`config.mk`:
```
export PLATFORM = sky130hd
export DESIGN_NAME = wb_write_arbiter_flat
export DESIGN_NICKNAME = d
export VERILOG_FILES = /design/src/rtl/wb_write_arbiter_if.sv /design/src/rtl/wb_write_arbiter.sv /design/src/flat_wrapper.sv
export SDC_FILE = /design/constraint.sdc
export NUM_CORES = 1
export LEC_CHECK = 0
export BUFFER_PORTS_ARGS = -buffer_cell sky130_fd_sc_hd__buf_2
export CAP_MARGIN = 30
export CORE_AREA = 2 2 81 160
export DETAILED_ROUTE_END_ITERATION = 16
export DIE_AREA = 0 0 83 162
export GPL_ROUTABILITY_DRIVEN = 0
export PLACE_DENSITY = 0.82
export SLEW_MARGIN = 20
export SYNTH_ARGS = -nofsm -noshare
export SYNTH_HDL_FRONTEND = slang
export SYNTH_SLANG_ARGS = --single-unit
```
`constraint.sdc`:
```
create_clock -name clk -period 3.4 [get_ports clk]
set_input_delay 0.34 -clock clk [delete_from_list [all_inputs] [get_ports clk]]
set_output_delay 0.34 -clock clk [all_outputs]
set_load 0.01 [all_outputs]
```
`src/rtl/wb_write_arbiter_if.sv`:
```
// wb_write_arbiter_if: bundle of pipeline, MDU and regfile write-port signals for wb_write_arbiter
//   pl_we/pl_wn/pl_d        pipeline WB write request
//   md_issue/md_issue_rd    MDU op issue (destination marked busy)
//   md_valid/md_wn/md_d     MDU result, accepted when md_ready
//   md_ready                MDU result queue has room
//   rf_we/rf_wn/rf_d        registered regfile write port
//   busy/waw_err            outstanding-MDU scoreboard and WAW pulse
interface wb_write_arbiter_if #(
    parameter int DW = 32,
    parameter int AW = 5
);
    logic          pl_we;
    logic [AW-1:0] pl_wn;
    logic [DW-1:0] pl_d;
    logic          md_issue;
    logic [AW-1:0] md_issue_rd;
    logic          md_valid;
    logic [AW-1:0] md_wn;
    logic [DW-1:0] md_d;
    logic          md_ready;
    logic          rf_we;
    logic [AW-1:0] rf_wn;
    logic [DW-1:0] rf_d;
    logic [31:0]   busy;
    logic          waw_err;
    modport master (
        output pl_we, pl_wn, pl_d, md_issue, md_issue_rd, md_valid, md_wn, md_d,
        input  md_ready, rf_we, rf_wn, rf_d, busy, waw_err
    );
    modport slave (
        input  pl_we, pl_wn, pl_d, md_issue, md_issue_rd, md_valid, md_wn, md_d,
        output md_ready, rf_we, rf_wn, rf_d, busy, waw_err
    );
endinterface

```
`src/rtl/wb_write_arbiter.sv`:
```
// wb_write_arbiter: merges pipeline WB and queued MDU results into one registered regfile write per cycle
//   clk   clock, posedge
//   clrn  asynchronous active-low reset
//   bus   wb_write_arbiter_if slave: pipeline/MDU inputs, md_ready, rf_* write port, busy scoreboard, waw_err
module wb_write_arbiter #(
    parameter int DEPTH = 2,
    parameter int DW    = 32,
    parameter int AW    = 5
) (
    input logic               clk,
    input logic               clrn,
    wb_write_arbiter_if.slave bus
);
    localparam int PW = DEPTH > 1 ? $clog2(DEPTH) : 1;
    localparam int CW = $clog2(DEPTH + 1);
    localparam logic [PW-1:0] LAST = PW'(DEPTH - 1);
    localparam logic [CW-1:0] FULL = CW'(DEPTH);
    logic [AW-1:0] q_wn [DEPTH];
    logic [DW-1:0] q_d  [DEPTH];
    logic [PW-1:0] wr_ptr, rd_ptr;
    logic [CW-1:0] count, count_nxt;
    logic          pl_act, enq, pop;
    logic [31:0]   set_mask, clr_mask, busy_nxt;
    assign pl_act       = bus.pl_we && bus.pl_wn != '0;
    assign bus.md_ready = count < FULL;
    // results addressed to r0 complete the handshake but never occupy a slot
    assign enq          = bus.md_valid && bus.md_ready && bus.md_wn != '0;
    // pipeline always has priority; the queue drains only on idle pipeline cycles
    assign pop          = !pl_act && count != '0;
    assign count_nxt    = (enq && !pop) ? count + CW'(1) : (!enq && pop) ? count - CW'(1) : count;
    assign set_mask     = (bus.md_issue && bus.md_issue_rd != '0) ? 32'd1 << bus.md_issue_rd : '0;
    assign clr_mask     = pop ? 32'd1 << q_wn[rd_ptr] : '0;
    // set applied after clear so a re-issue in the pop cycle keeps the bit
    assign busy_nxt     = ((bus.busy & ~clr_mask) | set_mask) & ~32'd1;
    always_ff @(posedge clk) begin
        if (enq) begin
            q_wn[wr_ptr] <= bus.md_wn;
            q_d[wr_ptr]  <= bus.md_d;
        end
    end
    always_ff @(posedge clk or negedge clrn) begin
        if (!clrn) begin
            wr_ptr      <= '0;
            rd_ptr      <= '0;
            count       <= '0;
            bus.busy    <= '0;
            bus.rf_we   <= 1'b0;
            bus.rf_wn   <= '0;
            bus.rf_d    <= '0;
            bus.waw_err <= 1'b0;
        end else begin
            wr_ptr      <= enq ? (wr_ptr == LAST ? '0 : wr_ptr + PW'(1)) : wr_ptr;
            rd_ptr      <= pop ? (rd_ptr == LAST ? '0 : rd_ptr + PW'(1)) : rd_ptr;
            count       <= count_nxt;
            bus.busy    <= busy_nxt;
            bus.rf_we   <= pl_act || pop;
            bus.waw_err <= pl_act && bus.busy[bus.pl_wn];
            if (pl_act || pop) begin
                bus.rf_wn <= pl_act ? bus.pl_wn : q_wn[rd_ptr];
                bus.rf_d  <= pl_act ? bus.pl_d : q_d[rd_ptr];
            end
        end
    end
endmodule

```
`src/flat_wrapper.sv`:
```
// flat-port wrapper written by rule: the top's interface ports become plain ports
module wb_write_arbiter_flat 
#(
    parameter int DEPTH = 2,
    parameter int DW    = 32,
    parameter int AW    = 5
)
  (clk, clrn, bus_pl_we, bus_pl_wn, bus_pl_d, bus_md_issue, bus_md_issue_rd, bus_md_valid, bus_md_wn, bus_md_d, bus_md_ready, bus_rf_we, bus_rf_wn, bus_rf_d, bus_busy, bus_waw_err);
  wb_write_arbiter_if #(.DW(DW), .AW(AW)) bus_i ();
  input logic clk;
  input logic clrn;
  input wire logic [$bits(bus_i.pl_we)-1:0] bus_pl_we;
  input wire logic [$bits(bus_i.pl_wn)-1:0] bus_pl_wn;
  input wire logic [$bits(bus_i.pl_d)-1:0] bus_pl_d;
  input wire logic [$bits(bus_i.md_issue)-1:0] bus_md_issue;
  input wire logic [$bits(bus_i.md_issue_rd)-1:0] bus_md_issue_rd;
  input wire logic [$bits(bus_i.md_valid)-1:0] bus_md_valid;
  input wire logic [$bits(bus_i.md_wn)-1:0] bus_md_wn;
  input wire logic [$bits(bus_i.md_d)-1:0] bus_md_d;
  output wire logic [$bits(bus_i.md_ready)-1:0] bus_md_ready;
  output wire logic [$bits(bus_i.rf_we)-1:0] bus_rf_we;
  output wire logic [$bits(bus_i.rf_wn)-1:0] bus_rf_wn;
  output wire logic [$bits(bus_i.rf_d)-1:0] bus_rf_d;
  output wire logic [$bits(bus_i.busy)-1:0] bus_busy;
  output wire logic [$bits(bus_i.waw_err)-1:0] bus_waw_err;
  assign bus_i.pl_we = bus_pl_we;
  assign bus_i.pl_wn = bus_pl_wn;
  assign bus_i.pl_d = bus_pl_d;
  assign bus_i.md_issue = bus_md_issue;
  assign bus_i.md_issue_rd = bus_md_issue_rd;
  assign bus_i.md_valid = bus_md_valid;
  assign bus_i.md_wn = bus_md_wn;
  assign bus_i.md_d = bus_md_d;
  assign bus_md_ready = bus_i.md_ready;
  assign bus_rf_we = bus_i.rf_we;
  assign bus_rf_wn = bus_i.rf_wn;
  assign bus_rf_d = bus_i.rf_d;
  assign bus_busy = bus_i.busy;
  assign bus_waw_err = bus_i.waw_err;
  wb_write_arbiter #(.DEPTH(DEPTH), .DW(DW), .AW(AW)) u_core (.clk(clk), .clrn(clrn), .bus(bus_i));
endmodule
```
# ---- Word level (Yosys, flattened, before mapping)
# Memory sizes are Yosys's and may differ from the RTL's.
# Index checks and enable logic that the tools add are counted.
dict set report word_totals {
  register_bits 74
  mem_bits_rw 74
  in_bits 84
  output_inout_bits 72
  elab_cells 50
  memories 2
}
dict set report op_classes {
  n_addsub 4
  order_cmp 2
  n_shift 2
  muxes 12
  bitwise 3
  n_reduce_logical 17
}
# memory words width rd rd_ports_with_merged_regs write_ports line_no
set memory_table {}
lappend memory_table {u_core.q_d 2 32 1 0 1 wb_write_arbiter.sv:19} ;# logic [DW-1:0] q_d [DEPTH];
lappend memory_table {u_core.q_wn 2 5 1 0 1 wb_write_arbiter.sv:18} ;# logic [AW-1:0] q_wn [DEPTH];
# cell n
set op_table {}
lappend op_table {{$mux 32} 3}
lappend op_table {{$shl 1x5->32 const A} 2}
lappend op_table {{$and 32x32->32} 1}
lappend op_table {{$not 32->32} 1}
lappend op_table {{$or 32x32->32} 1}
lappend op_table {{$reduce_bool 5->1} 3}
lappend op_table {{$logic_and 1x1->1} 8}
lappend op_table {{$lt 5x6->1 const B} 1}
lappend op_table {{$bmux 1 s5} 1}
lappend op_table {{$mux 1} 5}
lappend op_table {{$mux 5} 1}
lappend op_table {{$mux 2} 2}
lappend op_table {{$reduce_bool 2->1} 2}
lappend op_table {{$logic_not 1->1} 3}
lappend op_table {{$add 1x1->1 const B} 2}
lappend op_table {{$add 2x1->2 const B} 1}
lappend op_table {{$lt 2x2->1 const B} 1}
lappend op_table {{$sub 2x1->2 const B} 1}
lappend op_table {{$logic_or 1x1->1} 1}

# ---- Logic depth before layout (Yosys ltp)
# Gate-level depths: netlist of the first run.
dict set report logic_depth {
  ltp_word 8
  depth_mapped 8
  ltp_nobuf 7
}

# ---- Worst setup path after synthesis of the first run
# No wires, ideal clock.
dict set report synth_timing {
  path_type {register -> register}
  start {register u_core.count[1]}
  end {memory u_core.q_d[0][0] (enable)}
  setup_ns 0.436
  arrival_ns 2.420
  slack_ns 0.545
  path_stages_with_launch 4
  path_buffers 0
  period_less_slack_ns 2.855
  cell_sequence {dfrtp_1 inv_1 o311a_1 nor2b_1}
}
dict set report synth_via {
  elab_chain_cells 5
}
# element line_no
set synth_rtl {}
lappend synth_rtl {{start: declaration} wb_write_arbiter.sv:21} ;# logic [CW-1:0] count, count_nxt;
lappend synth_rtl {{start signal: assignment} wb_write_arbiter.sv:54} ;# count <= count_nxt;
lappend synth_rtl {{$lt 2x2->1} wb_write_arbiter.sv:25} ;# assign bus.md_ready = count < FULL;
lappend synth_rtl {{net bus_md_ready} flat_wrapper.sv:20} ;# output wire logic [$bits(bus_i.md_ready)-1:0] bus_md_ready;
lappend synth_rtl {{$logic_and 1x1->1 (2 in series)} wb_write_arbiter.sv:27} ;# assign enq = bus.md_valid && bus.md_ready && bus.md_wn != '0;
lappend synth_rtl {{$mux 1} wb_write_arbiter.sv:36} ;# if (enq) begin
lappend synth_rtl {{$mux 1 (not written as such)} wb_write_arbiter.sv:38} ;# q_d[wr_ptr] <= bus.md_d;
lappend synth_rtl {{end: declaration} wb_write_arbiter.sv:19}
# The timed path passes the listed nets, and every way through them passes these cells.

# ---- Worst setup path after layout of the first run
dict set report layout_timing {
  start {register u_core.rd_ptr}
  end {register u_core.bus.busy[10]}
}
dict set report layout_via {
  elab_chain_cells 6
}
# element line_no
set layout_rtl {}
lappend layout_rtl {{start: declaration} wb_write_arbiter.sv:20} ;# logic [PW-1:0] wr_ptr, rd_ptr;
lappend layout_rtl {{start signal: assignment} wb_write_arbiter.sv:53} ;# rd_ptr <= pop ? (rd_ptr == LAST ? '0 : rd_ptr + PW'(1)) : rd_ptr;
lappend layout_rtl {{$mem_v2 2x5} n/a}
lappend layout_rtl {{$shl 1x5->32} wb_write_arbiter.sv:32} ;# assign clr_mask = pop ? 32'd1 << q_wn[rd_ptr] : '0;
lappend layout_rtl {{$mux 32} wb_write_arbiter.sv:32}
lappend layout_rtl {{$not 32->32} wb_write_arbiter.sv:34} ;# assign busy_nxt = ((bus.busy & ~clr_mask) | set_mask) & ~32'd1;
lappend layout_rtl {{$and 32x32->32} wb_write_arbiter.sv:34}
lappend layout_rtl {{$or 32x32->32} wb_write_arbiter.sv:34}
lappend layout_rtl {{net u_core.busy_nxt[10]} wb_write_arbiter.sv:23} ;# logic [31:0] set_mask, clr_mask, busy_nxt;
lappend layout_rtl {{end signal: assignment} wb_write_arbiter.sv:55} ;# bus.busy <= busy_nxt;
lappend layout_rtl {{end: declaration} wb_write_arbiter_if.sv:32} ;# output md_ready, rf_we, rf_wn, rf_d, busy, waw_err
# The timed path passes the listed nets, and every way through them passes these cells.
# A chain may end at the register's enable or synchronous reset.

==> out/metrics.yaml, run 1 <==
status:
  outcome: "finished clean"
sta:
  finalSetupTns_ns: 0
  finalHoldViolCount: 0
  worst_hold_slack_ns: 0.117
  finalSetupViolations: 0
  slew_violations: 0
  fmax_ghz: 0.426
  min_period_ns: 2.35
  timing.final.crit_share: 0.691
  grt_setup_unrepaired: "no"
  tightestPinTransition_ns: 0.957
  fin_worst_skew_ns: 0.00989
  slew_headroom: 0.359
clock_tree:
  clkTransAtPathRegs_ns: 0.07
  cts_buffers: 17
  cts_setup_buffers: 0
  clk_latency_ns: 0.41
  clockBufferDepth: 2
  cts_tree: "done"
  cts_sinks: 148
  postCtsResizedCells: 0
  cts-root-buf: "clkbuf_16"
  htree_levels: 4
worst_setup_path:
  slowest_stage: "dfrtp_2"
  cp-end-kind: "flop"
  cp.arrival_ns: 2.60
  cp.required_ns: 3.65
  path_class: "reg2reg"
  cpLargestDelayFamily: "flip-flops"
  crit_buf_inv: 0
  worstPathCellList: "mux2_1 > nand2b_1 > o41ai_1 > o21ai_0"
  cp_max_fo: 23
  cp_slowest_stage_delay_ns: 0.71
  worst_setup_path_start_kind: "flop"
floorplanning:
  die_w_um: 83
  die_h_um: 162
  rows: 57
  ios: 156
  dieArea_um2: 13400
  core_area_um2: 12200
  start_util: 0.517
synthesis:
  syn_area_per_cell_um2: 12.2
  syn_nets: 600
  yosysSeqAreaShare: 0.646
  synth_edf_count: 74
  yosysUniqueCellTypes: 41
  synthArstFlopShare: 0.500
  synth-seq-cells: 148
  syn-cell-area_um2: 6310
  synth_warnings: 0
  synth_cells: 515
  dominantRegCellSynth: "edfxtp_1"
drt:
  route.vias.total: 4777
  ant_nets: 0
  drc: 0
  drtIter0Drc: 283
  first_pass_iters: 5
  avgViaCountPerCell: 5.80
  wl_per_cell_um: 18.9
  wl_um: 15600
job:
  maxCapViolCount: 0
power:
  p_total_mw: 6.78
  p_leak_nw: 3.34
  ir_drop_mv: 0.567
  p_per_area_nw_per_um2: 871
finish:
  nets: 747
  final_util: 0.638
  drive_gt1_frac: 0.298
  layout-area-overhead-vs-synth_pct: 23.4
global_routing:
  grt_overflow: 0
  grt_util_all_layers: 0.231
  grt_max_degree: 75
  antenna_found_initial: 2
  grt_pass1_wl_um: 24400
  grt_pass1_vias: 4903
min_path:
  worstHoldPathType: "in2reg"
placement:
  hpwl_um: 11100
  port_buffers: 154
worst reg2reg max path: cells and delay by family, from the launching register on:
| family | cells | cell delay [ns] |
|---|---|---|
| compound gates | 2 | 0.61 |
| flops | 1 | 0.71 |
| mux | 1 | 0.42 |
| simple gates | 1 | 0.46 |
logic make-up after synthesis:
logic type,synth area share
AND/OR/NAND/NOR,0.0819
other,0.000595
AO/OA/AOI/OAI,0.145
buffers and inverters,0.0329
adder cells (fa/ha/maj),0.00198
flip-flops,0.646
XOR/XNOR,0.00694
multiplexers,0.0847
flip-flops by register name, indices dropped and copies added (netlist names), 2 cells and up:
signal            cells
u_core.count          2
u_core.bus.busy      31
u_core.bus.rf_d      32
u_core.bus.rf_wn      5
u_core.q_wn          10
u_core.q_d           64
layer usage:
metal,part of all wire,vias to the layer above,GRT usage
li1,-,2207,-
met1,0.35,2313,0.238
met2,0.56,216,0.425
met3,0.051,41,0.0473
met4,0.042,0,0.137
met5,0,-,0
cell usage in the layout (no fill, tap or decap), types with 3 or more instances in the layout:
cell	n
a22oi_1	3
buf_2	153
buf_4	6
clkbuf_16	17
clkinvlp_4	3
dfrtp_1	73
edfxtp_1	74
inv_1	4
inv_6	5
mux2i_1	50
nand2_1	82
nand2b_1	7
nand3_1	9
nor2_1	5
nor2b_1	5
o21ai_0	104
o41ai_1	32
xnor2_1	3
metrics by stage:
step	setup WS, ns	instances	instance area (µm²)
finish	1.05	824	7780
global route	0.933	824	7780
CTS	1.01	819	7730
detailed placement	0.651	787	7140
global placement	0.905	786	7120
floorplan	0.545	515	6310
cell type report:
type / count / area (µm²)
fillers: 950 / 4410
flip-flops and latches: 148 / 4080
multi-input cells: 328 / 2040
repair buffers: 163 / 873
clock buffers: 17 / 425
well taps: 147 / 184
clock inverters: 15 / 168
inverters: 4 / 15.0
diodes: 2 / 5.00
Yosys cell counts (2+ instances only):
master	n	area, µm²
nor2_1	5	18.8
nand2b_1	7	43.8
or3_1	2	12.5
nand3_1	9	45.0
inv_1	4	15.0
buf_6	6	67.6
buf_2	7	35.0
mux2i_1	50	500
nand2_1	82	308
or2_0	2	12.5
clkbuf_1	19	71.3
o41ai_1	32	280
a22oi_1	3	22.5
dfrtp_1	74	1850
xnor2_1	3	26.3
o21ai_0	104	521
edfxtp_1	74	2220
nor2b_1	6	37.5
xor2_1	2	17.5
a311oi_1	2	17.5
buf_4	2	15.0
final timing paths:
check / start / to / slack (ns) / depth (start not counted)
min reg2reg: u_core.count[0]$_DFFE_PN0P_ / u_core.count[0]$_DFFE_PN0P_ / 0.51 / 1
max reg2reg: u_core.rd_ptr$_DFFE_PN0P_ / u_core.bus.busy[10]$_DFF_PN0_ / 1.05 / 4
max: u_core.rd_ptr$_DFFE_PN0P_ / u_core.bus.busy[10]$_DFF_PN0_ / 1.05 / 4
min: bus_md_d[17] / u_core.q_d[0][17]$_DFFE_PP_ / 0.12 / 1
min in group asynchronous: clrn / u_core.bus.busy[9]$_DFF_PN0_ / 0.35 / 2
max in group asynchronous: clrn / u_core.rd_ptr$_DFFE_PN0P_ / 2.47 / 3
where the power goes:
part | internal (mW) | switching, mW
clock network | 1.10 | 0.761
logic | 0.825 | 1.27
registers | 2.44 | 0.379
total | 4.36 | 2.41
repair_timing:
item | 4_1_cts | 5_1_grt
setup endpoints to repair | 0 | 0
hold buffers | 0 | 1
hold endpoints to repair | 0 | 17
(Power assumes the default switching activity.)
==> run 2: changes to the inputs <==
--- a/config.mk
+++ b/config.mk
@@ -7,11 +7,11 @@
 export LEC_CHECK = 0
 export BUFFER_PORTS_ARGS = -buffer_cell sky130_fd_sc_hd__buf_2
 export CAP_MARGIN = 30
-export CORE_AREA = 2 2 81 160
+export CORE_AREA = 2 2 85 168
 export DETAILED_ROUTE_END_ITERATION = 16
-export DIE_AREA = 0 0 83 162
+export DIE_AREA = 0 0 87 170
 export GPL_ROUTABILITY_DRIVEN = 0
-export PLACE_DENSITY = 0.82
+export PLACE_DENSITY = 0.78
 export SLEW_MARGIN = 20
 export SYNTH_ARGS = -nofsm -noshare
 export SYNTH_HDL_FRONTEND = slang
==> constraint.sdc (replaced) <==
create_clock -name clk -period 1.9 [get_ports clk]
set_input_delay 0.19 -clock clk [delete_from_list [all_inputs] [get_ports clk]]
set_output_delay 0.19 -clock clk [all_outputs]
set_load 0.01 [all_outputs]
==> run 2 against run 1 <==
- final cell count is 11% higher
- critical path depth is the same
- clock skew decreased by 0.0018 ns
- count of clock-buffer cells in the layout rose by 6
- total power is 80% higher
- non-clock buffer count up 79
- sequential cell count is the same
- cell area is 9.9% higher
- maximum frequency grew 24%
- combinational power increased by 100%
- clock power up 65%
- hold slack got worse by 0.11 ns
- critical endpoint is now u_core.bus.busy[24]$_DFF_PN0_
- largest cell class unchanged
- largest power group unchanged
==> out/metrics.yaml, run 2 (same netlist as run 1, synthesis figures left out) <==
placement:
  hpwl_um: 11700
  port_buffers: 154
drt:
  drtIter0Drc: 296
  first_pass_iters: 5
  wl_um: 17000
  drc: 0
  avgViaCountPerCell: 5.61
  ant_nets: 0
  route.vias.total: 5123
  wl_per_cell_um: 18.6
sta:
  tightestPinTransition_ns: 0.642
  grt_setup_unrepaired: "yes"
  min_period_ns: 1.90
  fin_worst_skew_ns: 0.00807
  timing.final.crit_share: 0.998
  slew_violations: 0
  finalSetupViolations: 0
  slew_headroom: 0.571
  fmax_ghz: 0.527
  finalHoldViolCount: 0
clock_tree:
  cts_buffers: 17
  cts_sinks: 148
  clockBufferDepth: 2
  cts_tree: "done"
  clkTransAtPathRegs_ns: 0.06
  htree_levels: 4
  cts_setup_buffers: 0
  cts-root-buf: "clkbuf_16"
  clk_latency_ns: 0.41
floorplanning:
  start_util: 0.469
  dieArea_um2: 14800
  core_area_um2: 13400
  rows: 60
  die_h_um: 170
  die_w_um: 87
  ios: 156
global_routing:
  grt_pass1_vias: 5243
  antenna_found_initial: 2
  grt_max_degree: 58
  grt_overflow: 0
  grt_pass1_wl_um: 26000
  grt_util_all_layers: 0.233
power:
  p_seq_frac: 0.405
  p_switching_mw: 4.31
  p_leak_nw: 3.65
  p_total_mw: 12.2
  p_sw_frac: 0.354
  p_per_area_nw_per_um2: 1430
  power.combinational.fraction: 0.343
  ir_drop_mv: 0.889
  intPower_mw: 7.88
  power_frac_clock: 0.251
worst_setup_path:
  cp.required_ns: 2.15
  path_class: "reg2reg"
  cp-end-kind: "flop"
  cp.arrival_ns: 2.15
  worst_setup_path_start_kind: "flop"
  cp_max_fo: 7
finish:
  nets: 826
  top_register: "u_core.q_d"
  final_cell_mix: "buf_2, o21ai_0, nand2_1"
  final_util: 0.636
  layout-area-overhead-vs-synth_pct: 35.5
  drive_gt1_frac: 0.286
  layout_commonest_cell: "buf_2"
  reg_top3: "u_core.q_d: 64 flops, u_core.bus.rf_d: 32 flops, u_core.bus.busy: 31 flops"
  largest_reg_flops: 64
status:
  outcome: "finished clean"
job:
  maxCapViolCount: 0
min_path:
  worstHoldPathType: "in2reg"
## run 2: cell count changes in the layout (fill, tap and decap cells not counted), moves of 2 or more
cell,before,now
buf_12,1,3
buf_4,6,19
bufinv_16,2,0
clkbuf_1,0,3
clkbuf_8,0,3
clkinv_2,2,0
clkinvlp_4,3,6
diode_2,2,4
dlygate4sd3_1,1,66
inv_6,5,3
inv_8,2,0
mux2i_1,50,48
mux2i_2,0,2
## run 2: power by group through the flow
| stage | clock network [mW] | registers, mW | logic (mW) |
|---|---|---|---|
| 2_1_floorplan | 0 | 5.14 | 2.18 |
| 3_3_place_gp | 0 | 4.91 | 3.88 |
| 3_5_place_dp | 0 | 4.96 | 4.04 |
| 4_1_cts | 3.11 | 4.92 | 4.16 |
| 5_1_grt | 3.25 | 5.03 | 4.56 |
| 6_report | 3.06 | 4.94 | 4.19 |
## run 2: cell type report
cell class                      count  area (µm²)
Timing Repair Buffer              242        1660
Clock inverter                      9        71.3
Tap cell                          155         194
Inverter                            4        15.0
Sequential cell                   148        4080
Clock buffer                       23         478
Multi-Input combinational cell    328        2050
Fill cell                         989        4890
Antenna cell                        4        10.0
## run 2: repair_timing
action                                  CTS  global route
endpoints found under the setup margin   10            15
resized for setup                         2             2
hold buffers                             66             0
pin swaps                                 0             0
hold endpoints to repair                128             0
## run 2: critical path, stage by stage (launching register included)
cell     delay, ns
dfrtp_2       0.43
mux2i_2       0.39
nand2_1       0.33
o41ai_1       0.41
o21ai_0       0.18
## run 2: metal layers
layer	vias to the layer above	wire length [µm]	track usage
li1	2370	-	-
met1	2448	5730	0.229
met2	250	9470	0.425
met3	55	891	0.0461
met4	0	875	0.152
met5	-	0	0
## run 2: metrics by stage
| step | TNS, ns | area (µm²) | instances | hold WS (ns) | worst slack (ns) |
|---|---|---|---|---|---|
| finish | 0 | 8550 | 913 | 0.00875 | 0.00300 |
| global route | -0.293 | 8540 | 911 | 0.00336 | -0.0710 |
| CTS | 0 | 8530 | 909 | 0.000716 | 0.0523 |
| detailed placement | -0.114 | 7320 | 811 | 0.151 | -0.0423 |
| global placement | 0 | 7290 | 810 | 0.139 | 0.0433 |
| floorplan | 0 | 6320 | 515 | -0.106 | 0.0186 |
## run 2: final timing paths
kind	endpoint	slack [ns]	from	depth (start not counted)
max	u_core.bus.busy[24]$_DFF_PN0_	0.003	u_core.rd_ptr$_DFFE_PN0P_	4
min	u_core.bus.rf_d[2]$_DFFE_PN0P_	0.009	bus_pl_d[2]	3
max reg2reg	u_core.bus.busy[24]$_DFF_PN0_	0.003	u_core.rd_ptr$_DFFE_PN0P_	4
min reg2reg	u_core.bus.busy[21]$_DFF_PN0_	0.53	u_core.bus.busy[21]$_DFF_PN0_	2
max in group asynchronous	u_core.bus.rf_d[6]$_DFFE_PN0P_	1.04	clrn	3
min in group asynchronous	u_core.bus.rf_d[2]$_DFFE_PN0P_	0.26	clrn	2
